File: src/rtl/avg_pkg.sv
// Shared constants and types for the avg_sched multi-channel averaging scheduler.
package avg_pkg;

    localparam int unsigned DW     = 16;
    localparam int unsigned RW     = 32;
    localparam int unsigned MAX_CH = 8;

    typedef enum logic [1:0] {
        IDLE,
        ISSUE,
        WAIT,
        WRITE
    } sched_state_t;

    typedef logic [$clog2(MAX_CH)-1:0] ch_idx_t;

endpackage

File: src/rtl/avg_in_sync.sv
// Per-channel front end: 2-flop synchronizer plus edge-detect flop, sample hold register,
// pending bit and sticky overrun flag.
module avg_in_sync
    import avg_pkg::*;
#(
    parameter int unsigned DW = avg_pkg::DW
) (
    input  logic          clk_i,
    input  logic          rstn_i,
    input  logic          av_ai,
    input  logic [DW-1:0] data_i,
    input  logic          take_i,
    input  logic          ovr_clr_i,
    output logic [DW-1:0] hold_o,
    output logic          pend_o,
    output logic          ovr_o
);

    logic [2:0]    sync_q, sync_d;
    logic [DW-1:0] hold_q, hold_d;
    logic          pend_q, pend_d;
    logic          ovr_q, ovr_d;
    logic          rise;

    always_comb begin
        sync_d = {sync_q[1:0], av_ai};
        rise   = sync_q[1] & ~sync_q[2];
        hold_d = rise ? data_i : hold_q;
        // A new edge coinciding with the grant keeps the bit set and is not an overrun.
        pend_d = rise | (pend_q & ~take_i);
        ovr_d  = (rise & pend_q & ~take_i) | (ovr_q & ~ovr_clr_i);
    end

    always_ff @(posedge clk_i or negedge rstn_i) begin
        if (!rstn_i) begin
            sync_q <= '0;
            hold_q <= '0;
            pend_q <= 1'b0;
            ovr_q  <= 1'b0;
        end else begin
            sync_q <= sync_d;
            hold_q <= hold_d;
            pend_q <= pend_d;
            ovr_q  <= ovr_d;
        end
    end

    assign hold_o = hold_q;
    assign pend_o = pend_q;
    assign ovr_o  = ovr_q;

endmodule

File: src/rtl/avg_sched.sv
// Round-robin scheduler sharing one averager among N_CH asynchronous sample sources.
// Optional WAIT-state timeout enabled by defining AVG_SCHED_TIMEOUT_EN.
module avg_sched
    import avg_pkg::*;
#(
    parameter int unsigned N_CH = 4,
    parameter int unsigned DW   = avg_pkg::DW,
    parameter int unsigned RW   = avg_pkg::RW
`ifdef AVG_SCHED_TIMEOUT_EN
    ,
    parameter int unsigned TIMEOUT = 255
`endif
) (
    input  logic                     clk_i,
    input  logic                     rstn_i,
    input  logic [N_CH*DW-1:0]       ch_data_i,
    input  logic [N_CH-1:0]          ch_av_ai,
    output logic [DW-1:0]            dp_data_o,
    output logic [$clog2(N_CH)-1:0]  dp_ch_o,
    output logic                     dp_start_o,
    input  logic                     dp_done_i,
    input  logic [RW-1:0]            dp_avg_i,
    output logic [N_CH*RW-1:0]       avg_o,
    output logic [N_CH-1:0]          avg_valid_o,
    output logic [N_CH-1:0]          overrun_o,
    input  logic [N_CH-1:0]          ovr_clr_i
`ifdef AVG_SCHED_TIMEOUT_EN
    ,
    output logic                     timeout_o
`endif
);

    localparam int unsigned CW = $clog2(N_CH);

    sched_state_t        state_q, state_d;
    logic [CW-1:0]       grant_q, grant_d;
    logic [CW-1:0]       rr_ptr_q, rr_ptr_d;
    logic [CW-1:0]       next_ptr;
    logic [CW-1:0]       rr_sel;
    logic                rr_hit;
    int unsigned         idx;
    logic [DW-1:0]       dp_data_q, dp_data_d;
    logic [N_CH*RW-1:0]  avg_q, avg_d;
    logic [N_CH-1:0]     pend;
    logic [N_CH-1:0]     take;
    logic [N_CH*DW-1:0]  hold;
    logic [DW-1:0]       hold_sel;
`ifdef AVG_SCHED_TIMEOUT_EN
    logic [7:0]          tmo_cnt_q, tmo_cnt_d;
    logic                timeout_q, timeout_d;
`endif

    for (genvar c = 0; c < N_CH; c++) begin : g_ch
        avg_in_sync #(
            .DW(DW)
        ) u_in (
            .clk_i    (clk_i),
            .rstn_i   (rstn_i),
            .av_ai    (ch_av_ai[c]),
            .data_i   (ch_data_i[c*DW +: DW]),
            .take_i   (take[c]),
            .ovr_clr_i(ovr_clr_i[c]),
            .hold_o   (hold[c*DW +: DW]),
            .pend_o   (pend[c]),
            .ovr_o    (overrun_o[c])
        );
    end

    assign hold_sel = hold[grant_q*DW +: DW];
    assign next_ptr = (grant_q == CW'(N_CH - 1)) ? '0 : grant_q + 1'b1;

    always_comb begin
        rr_sel = rr_ptr_q;
        rr_hit = 1'b0;
        idx    = 0;
        for (int unsigned i = 0; i < N_CH; i++) begin
            idx = (32'(rr_ptr_q) + i) % N_CH;
            if (!rr_hit && pend[idx]) begin
                rr_hit = 1'b1;
                rr_sel = CW'(idx);
            end
        end
    end

    always_comb begin
        state_d     = state_q;
        grant_d     = grant_q;
        rr_ptr_d    = rr_ptr_q;
        dp_data_d   = dp_data_q;
        avg_d       = avg_q;
        take        = '0;
        avg_valid_o = '0;
        dp_start_o  = 1'b0;
`ifdef AVG_SCHED_TIMEOUT_EN
        timeout_d   = timeout_q;
        tmo_cnt_d   = '0;
`endif
        case (state_q)
            IDLE: begin
                if (rr_hit) begin
                    grant_d = rr_sel;
                    state_d = ISSUE;
                end
            end
            ISSUE: begin
                dp_start_o    = 1'b1;
                take[grant_q] = 1'b1;
                dp_data_d     = hold_sel;
                state_d       = WAIT;
            end
            WAIT: begin
                if (dp_done_i) begin
                    avg_d[grant_q*RW +: RW] = dp_avg_i;
                    state_d = WRITE;
                end
`ifdef AVG_SCHED_TIMEOUT_EN
                else if (tmo_cnt_q == 8'(TIMEOUT - 1)) begin
                    timeout_d = 1'b1;
                    rr_ptr_d  = next_ptr;
                    state_d   = IDLE;
                end else begin
                    tmo_cnt_d = tmo_cnt_q + 8'd1;
                end
`endif
            end
            WRITE: begin
                avg_valid_o[grant_q] = 1'b1;
                rr_ptr_d = next_ptr;
                state_d  = IDLE;
            end
            default: state_d = IDLE;
        endcase
    end

    always_ff @(posedge clk_i or negedge rstn_i) begin
        if (!rstn_i) begin
            state_q   <= IDLE;
            grant_q   <= '0;
            rr_ptr_q  <= '0;
            dp_data_q <= '0;
            avg_q     <= '0;
`ifdef AVG_SCHED_TIMEOUT_EN
            tmo_cnt_q <= '0;
            timeout_q <= 1'b0;
`endif
        end else begin
            state_q   <= state_d;
            grant_q   <= grant_d;
            rr_ptr_q  <= rr_ptr_d;
            dp_data_q <= dp_data_d;
            avg_q     <= avg_d;
`ifdef AVG_SCHED_TIMEOUT_EN
            tmo_cnt_q <= tmo_cnt_d;
            timeout_q <= timeout_d;
`endif
        end
    end

    // Grant only changes on entry to ISSUE, so it doubles as the held channel index.
    assign dp_ch_o   = grant_q;
    assign dp_data_o = (state_q == ISSUE) ? hold_sel : dp_data_q;
    assign avg_o     = avg_q;
`ifdef AVG_SCHED_TIMEOUT_EN
    assign timeout_o = timeout_q;
`endif

endmodule

File: config.mk
export PLATFORM = sky130hd
export DESIGN_NAME = avg_sched
export DESIGN_NICKNAME = d
export VERILOG_FILES = /design/src/rtl/avg_pkg.sv /design/src/rtl/avg_in_sync.sv /design/src/rtl/avg_sched.sv
export SDC_FILE = /design/constraint.sdc
export NUM_CORES = 1
export LEC_CHECK = 0
export CORE_UTILIZATION = 25
export DETAILED_ROUTE_END_ITERATION = 6
export DONT_BUFFER_PORTS = 1
export GPL_ROUTABILITY_DRIVEN = 0
export SKIP_CTS_REPAIR_TIMING = 1
export SYNTH_ARGS = -nofsm -noshare
export SYNTH_HDL_FRONTEND = slang
export SYNTH_SLANG_ARGS = --single-unit
File: constraint.sdc
create_clock -name clk_i -period 2.85 [get_ports clk_i]
set_input_delay 0.285 -clock clk_i [delete_from_list [all_inputs] [get_ports clk_i]]
set_output_delay 0.285 -clock clk_i [all_outputs]
set_load 0.05 [all_outputs]
==> key figures, run 1 <==
Global routing
  • Grt total ovfl: 0
  • Number of global-route vias before repair: 6075
  • First-pass GRT wire length: 40.0 mm
  • Global routing usage on met2: 23.1%
  • Peak-usage layer in the global routing report: met2
  • Met1 Track Usage GR: 17.0%
  • Overall routing resource usage: 13.9%
  • Largest net degree at the start of global routing: 235
  • Initial antenna violation count: 1
  • Met3 Track Usage GR: 5.00%

Outcome
  • Run status: finished, violations left
  • Failing checks: design-rule violations, negative hold slack

Clock tree
  • CTS H-tree depth: 1
  • Num CTS Buffers: 27
  • Clock latency on the worst-skew pair: 0.54 ns
  • CTS tree: built
  • Clk Tree Root Cell: clkbuf_16
  • Clock sink count: 234
  • Clock slew at reported path FFs: 0.06 ns
  • Max clock buf depth: 3

Setup path
  • CP required: 2.57 ns
  • CP startpoint kind: flip-flop
  • Critical path buffers and inverters: 1
  • Slowest stage delay, CP: 0.60 ns
  • Largest delay share family, worst path: multiplexers
  • Crit-path max FO: 16
  • Critical path class: reg2out
  • Ordered cell list for the critical path: buf_6 > mux4_1 > mux2_2
  • Crit end category: output pin
  • CP arrival: 2.42 ns
  • Slowest-stage cell, CP: dfrtp_4

Layout
  • Layout cell share with drive strength beyond 1: 11.0%
  • NumNets Final: 939
  • Fill count: 3524
  • Area grow syn2layout: 25.6%

Power
  • Pwr dens: 1180 nW/um^2
  • Leak: 0.00547 uW
  • Reg power frac: 52.8%
  • Net Sw Frac: 45.2%
  • Internal power: 7470 uW
  • Clock power share: 25.2%
  • Total power: 13600 uW
  • VDD IR max: 0.000544 V
  • Logic pwr share: 22.1%
  • Sw Pwr: 6170 uW

Route
  • Routed Antenna Nets: 0
  • Routed WL: 27.4 mm
  • Post-route DRC: 23
  • WL/cell: 21.0 um
  • Detailed Route Iter0 Violations: 358
  • 1st-pass router iterations: 7
  • Vias per inst: 4.79
  • Vias: 6235

Synthesis
  • Syn Nets: 841
  • #FFs+latches synth: 234
  • Cells after synthesis: 723
  • Avg Synthesized Cell Area: 12.7 um^2
  • Synthesized area: 9170 um^2
  • Yosys cell types: 28
  • Post-synthesis sequential area ratio: 63.9%
  • Ys Warns: 0

Floorplan
  • Top Ports: 262
  • Row cnt: 69
  • Die height: 194 um
  • Chip Width: 194 um
  • Die area: 37500 um^2
  • Initial Util: 25.6%
  • Core Area: 35800 um^2

Timing
  • Hold slack: -0.558 ns
  • Fin. Hold Viols: 234
  • Final Max Slew Viols: 0
  • Setup violators final: 0
  • Highest clock rate: 0.369 GHz
  • Slew HR: 26.3%
  • Worst-Margin Slew: 1.10 ns
  • Final period util: 95.0%
  • Skew final: 0.0154 ns
  • Minimum clock period after layout: 2.71 ns
  • RSZ-0062 raised after global routing: no

Placement
  • DP HPWL: 17.3 mm
  • PortBufs: 0

Run
  • Max-cap violations: 0

Min path
  • HP Class: in2async
-- per-layer routing --
| layer | part of all wire, % | routed length (um) |
|---|---|---|
| met5 | 0 | 0 |
| met4 | 2.1 | 570 |
| met3 | 7.6 | 2080 |
| met2 | 49 | 13500 |
| met1 | 41 | 11200 |
-- layout by cell type (no fill, tap or decap), drive strengths merged, types with 10 or more instances in the layout --
cell	synthesis	routed
a22o	128	128
buf	21	17
clkbuf	31	36
dfrtp	234	234
dlygate4sd3	0	104
ha	11	11
inv	9	10
mux2	18	18
mux4	16	16
nand2	209	209
-- path summary, 6_finish.rpt --
path                                        start                     end  slack [ns]  depth (start not counted)
max in group asynchronous                  rstn_i  g_ch[1].u_in.hold_o[0]        3.08                          0
setup / recovery                       dp_ch_o[0]            dp_data_o[1]        0.14                          3
hold reg to reg            g_ch[0].u_in.sync_q[0]  g_ch[0].u_in.sync_q[1]        0.35                          0
setup reg to reg                       dp_ch_o[1]                avg_o[5]        0.59                          5
min in group clk_i                      dp_done_i               avg_o[49]        0.04                          2
hold / removal                             rstn_i               avg_o[40]       -0.56                          0
-- logic make-up after synthesis --
group / Yosys count / share of synthesized area, %
AOI/OAI and AO/OA: 143 / 13.2
adders and majority gates: 11 / 1.50
and+or+nand+nor: 240 / 11.0
DFF: 234 / 63.9
buffers and inverters: 61 / 3.85
muxes: 34 / 6.59
-- metrics by stage --
stage | instance area, um^2 | setup slack, ns | std cells | util [%] | TNS [ns]
after global routing | 11500 | 0.0713 | 1301 | 32.1 | 0
final | 11500 | 0.143 | 1301 | 32.1 | 0
after global placement | 9600 | 0.559 | 1149 | 26.8 | 0
after floorplan | 9170 | 0.368 | 723 | - | 0
after CTS | 10500 | -0.0429 | 1196 | 29.2 | -0.145
after detailed placement | 9600 | 0.534 | 1149 | 26.8 | 0
-- area by class of cell --
type,instances,area (um^2),area share (%)
flip-flops and latches,234,5860,50.9
multi-input cells,428,2980,25.9
repair buffers,121,1200,10.4
clock buffers,36,749,6.51
well taps,461,577,5.01
clock inverters,11,120,1.04
inverters,9,33.8,0.293
diodes,1,2.50,0.0217
-- flip-flops by register name (all words and copies together), names as in the netlist --
signal,flops
avg_o,128
g_ch.u_in.hold_o,64
dp_data_q,16
g_ch.u_in.sync_q,12
g_ch.u_in.ovr_o,4
g_ch.u_in.pend_o,4
dp_ch_o,2
rr_ptr_q,2
state_q,2
-- synthesized netlist by cell type (all sizes together) --
master,count,share of area (%)
mux2,18,2.2
nor2b,8,0.55
and2,4,0.27
nor4b,1,0.26
nand3,4,0.27
o22a,1,0.096
clkbuf,31,1.3
o32ai,1,0.096
o22ai,4,0.27
buf,21,2.2
inv,9,0.37
o21ai,6,0.33
nand2,209,8.6
and4,2,0.19
mux4,16,4.4
nor2,3,0.12
a22o,128,12
ha,11,1.5
a21oi,3,0.16
nand2b,7,0.48
nor4,2,0.30
dfrtp,234,64
-- power by group through the flow --
stage	logic [uW]	registers (uW)	clock network (uW)
after floorplan	2490	6910	0
after global routing	3240	7320	3650
final	3010	7200	3430
after detailed placement	2850	7260	0
after global placement	2790	7260	0
after CTS	2870	7200	3550
No activity file was read; power rests on OpenSTA's default activity.
==> run 2, diff against run 1 <==
--- a/config.mk
+++ b/config.mk
@@ -12,4 +12,5 @@
 export SKIP_CTS_REPAIR_TIMING = 1
 export SYNTH_ARGS = -nofsm -noshare
 export SYNTH_HDL_FRONTEND = slang
+export SYNTH_HIERARCHICAL = 1
 export SYNTH_SLANG_ARGS = --single-unit
==> key figures, run 2 <==
Global routing
  • Largest net degree at the start of global routing: 235 (unchanged)
  • Initial antenna violation count: 0 (-1)
  • Grt total ovfl: 0 (unchanged)
  • Number of global-route vias before repair: 5326 (-12%)
  • Met3 Track Usage GR: 5.50% (+0.50 points)
  • Global routing usage on met2: 19.4% (-3.7 points)
  • Overall routing resource usage: 12.2% (-1.7 points)
  • Peak-usage layer in the global routing report: met2
  • First-pass GRT wire length: 35.7 mm (-11%)
  • Met1 Track Usage GR: 15.0% (-2.1 points)

Clock tree
  • Clock latency on the worst-skew pair: 0.54 ns (about the same)
  • CTS H-tree depth: 1 (unchanged)
  • Clock slew at reported path FFs: 0.06 ns (about the same)
  • CTS tree: built
  • Clk Tree Root Cell: clkbuf_16
  • Max clock buf depth: 3 (unchanged)
  • Num CTS Buffers: 27 (unchanged)
  • Clock sink count: 234 (unchanged)

Timing
  • Final Max Slew Viols: 0 (unchanged)
  • Skew final: 0.00853 ns (-0.00692 ns)
  • Setup violators final: 0 (unchanged)
  • Slew HR: 49.1% (+23 points)
  • Worst-Margin Slew: 0.762 ns (-0.342 ns)
  • Setup TNS: 0 ns (unchanged)
  • Final period util: 95.2% (+0.18 points)
  • Minimum clock period after layout: 2.71 ns (+0.00514 ns)
  • RSZ-0062 raised after global routing: no
  • Highest clock rate: 0.369 GHz (-0.19%)
  • Fin. Hold Viols: 234 (unchanged)
  • Hold slack: -0.547 ns (+0.0109 ns)

Route
  • Vias: 5534 (-11%)
  • Routed WL: 24.8 mm (-9.3%)
  • Detailed Route Iter0 Violations: 205 (-43%)
  • Routed Antenna Nets: 0 (unchanged)
  • WL/cell: 20.9 um (-0.51%)
  • Vias per inst: 4.67 (-2.6%)
  • 1st-pass router iterations: 4 (-3)
  • Post-route DRC: 0 (-100%)

Floorplan
  • Initial Util: 25.5% (-0.095 points)
  • Die area: 38300 um^2 (+2.3%)
  • Row cnt: 70 (+1.4%)
  • Top Ports: 262 (unchanged)
  • Core Area: 36800 um^2 (+2.7%)
  • Chip Width: 196 um (+1.1%)
  • Die height: 196 um (+1.1%)

Synthesis
  • Avg Synthesized Cell Area: 16.0 um^2 (+26%)
  • Post-synth top cells: dfrtp_1, a22o_1, mux2_2, mux2_4, mux4_2
  • Yosys cell types: 31 (+11%)
  • Top-area cell type share of the netlist area: 62.4% (-1.4 points)
  • Top-count cell post-synth: dfrtp_1
  • Synth async-reset ratio: 100% (unchanged)
  • Synthesized area: 9380 um^2 (+2.3%)
  • Dominant cells by area after synthesis: dfrtp_1, a22o_1, mux2_4
  • Post-synthesis sequential area ratio: 62.4% (-1.4 points)
  • Cells after synthesis: 585 (-19%)
  • Primary FF master, synth: dfrtp_1
  • Ys Warns: 6 (+6)
  • EDFF count, synth: 0 (unchanged)
  • Syn Nets: 704 (-16%)
  • Biggest area consumer among synthesized cells: dfrtp_1
  • #FFs+latches synth: 234 (unchanged)

Setup path
  • Largest delay share family, worst path: multiplexers
  • Critical path buffers and inverters: 1 (unchanged)
  • CP required: 2.57 ns (about the same)
  • Slowest stage delay, CP: 0.66 ns (+0.06 ns)
  • Slowest-stage cell, CP: dfrtp_1
  • R2R depth: 6 (+1)
  • CP startpoint kind: flip-flop
  • CP arrival: 2.43 ns (about the same)
  • Critical Path Stages: 3 (unchanged)
  • Critical path class: reg2out
  • Crit-path max FO: 21 (+5)
  • Ordered cell list for the critical path: buf_4 > mux4_2 > mux2_2
  • Crit end category: output pin

Layout
  • Commonest cells after routing, fill and taps aside: dfrtp_1, a22o_1, dlygate4sd3_1
  • Commonest non-fill, non-tap cell in the layout: dfrtp_1
  • Area of the multi-input gates: 3170 um^2 (+6.5%)
  • Layout cell share with drive strength beyond 1: 24.7% (+14 points)
  • Register area: 5860 um^2 (unchanged)
  • Diode count: 0 (-1)
  • Area grow syn2layout: 25.8%
  • Fill count: 3585 (+1.7%)
  • NumNets Final: 817 (-13%)
  • Post-route cell area: 11800 um^2 (+2.4%)
  • Largest register FFs: 128 (unchanged)

Power
  • Reg power frac: 53.8% (+1.0 points)
  • Logic pwr share: 22.4% (+0.3 points)
  • Clock power share: 23.8% (-1.4 points)
  • Internal power: 8170 uW (+9.4%)
  • Leak: 0.00529 uW (-3.2%)
  • Total power: 15200 uW (+12%)
  • Pwr dens: 1290 nW/um^2 (+9.1%)
  • VDD IR max: 0.000438 V (-20%)
  • Net Sw Frac: 46.4% (+1.1 points)
  • Sw Pwr: 7060 uW (+15%)

Outcome
  • Failing checks: negative hold slack
  • Run status: finished, violations left

Min path
  • HP Class: in2async

Placement
  • DP HPWL: 15.9 mm (-8.1%)
  • PortBufs: 0 (unchanged)
  • Area post-placement: 9830 um^2 (+2.4%)

Run
  • Max-cap violations: 0 (unchanged)
run 2: cell count changes after synthesis, moves of 11 or more:
cell | previous run | this run
clkbuf_1 | 31 | 14
mux2_2 | 18 | 42
mux2_4 | 0 | 40
mux4_1 | 11 | 0
nand2_1 | 208 | 9
mux4_2 | 5 | 16
run 2: cell families (layout without fill, tap and decap cells):
group                      Yosys count  after routing  synth area share [%]
DFF                                234            234                  62.4
AOI/OAI and AO/OA                  143            143                  12.9
muxes                               98             98                  15.3
and+or+nand+nor                     50             50                  3.92
buffers and inverters               48            181                  3.88
adders and majority gates           12             12                  1.60
run 2: path summary, 6_finish.rpt:
check | slack, ns | to | start
worst max-delay path | 0.14 | dp_data_o[15] | dp_ch_o[1]
worst min-delay path | -0.55 | g_ch[0].u_in/sync_q[0] | rstn_i
worst max register to register | 0.57 | avg_o[52] | dp_ch_o[1]
worst min register to register | 0.35 | g_ch[2].u_in/sync_q[1] | g_ch[2].u_in/sync_q[0]
max in group asynchronous | 2.95 | avg_o[120] | rstn_i
min in group clk_i | 0.11 | state_q[1] | dp_done_i
run 2: worst register-to-register path, delay by kind of cell, from the launching register on:
kind	cells	cell delay, ns
flops	1	0.66
fa+ha+maj	1	0.46
compound gates	1	0.19
simple gates	2	0.37
buf+inv	2	0.54
run 2: cell type report:
type / count / area share (%)
clock buffer: 38 / 6.50
clock inverter: 11 / 1.38
inverter: 10 / 0.318
multi-input combinational: 303 / 26.9
sequential: 234 / 49.7
tap: 468 / 4.96
timing repair buffer: 122 / 10.3
run 2: metal layers:
metal / vias to the layer above / routed length (um) / part of all wire, %
li1: 2411 / - / -
met1: 2854 / 10200 / 41
met2: 227 / 11800 / 47
met3: 42 / 2230 / 9.0
met4: 0 / 600 / 2.4
met5: - / 0 / 0
run 2: power by group through the flow:
stage	Combinational, uW	Clock [uW]	Sequential, uW
after floorplan	2790	0	7910
after global placement	3220	0	8250
after detailed placement	3300	0	8270
after CTS	3320	3740	8210
after global routing	3670	3840	8360
final	3410	3620	8200
run 2: through the flow:
| step | cells | hold slack, ns | util [%] | setup slack, ns |
|---|---|---|---|---|
| floorplan | 585 | -0.0106 | - | 0.413 |
| global placement | 1033 | 0.00445 | 26.7 | 0.581 |
| detailed placement | 1033 | 0.00312 | 26.7 | 0.514 |
| global route | 1186 | -0.570 | 32.1 | 0.0641 |
| CTS | 1082 | -0.587 | 29.2 | 0.0301 |
| finish | 1186 | -0.547 | 32.1 | 0.138 |
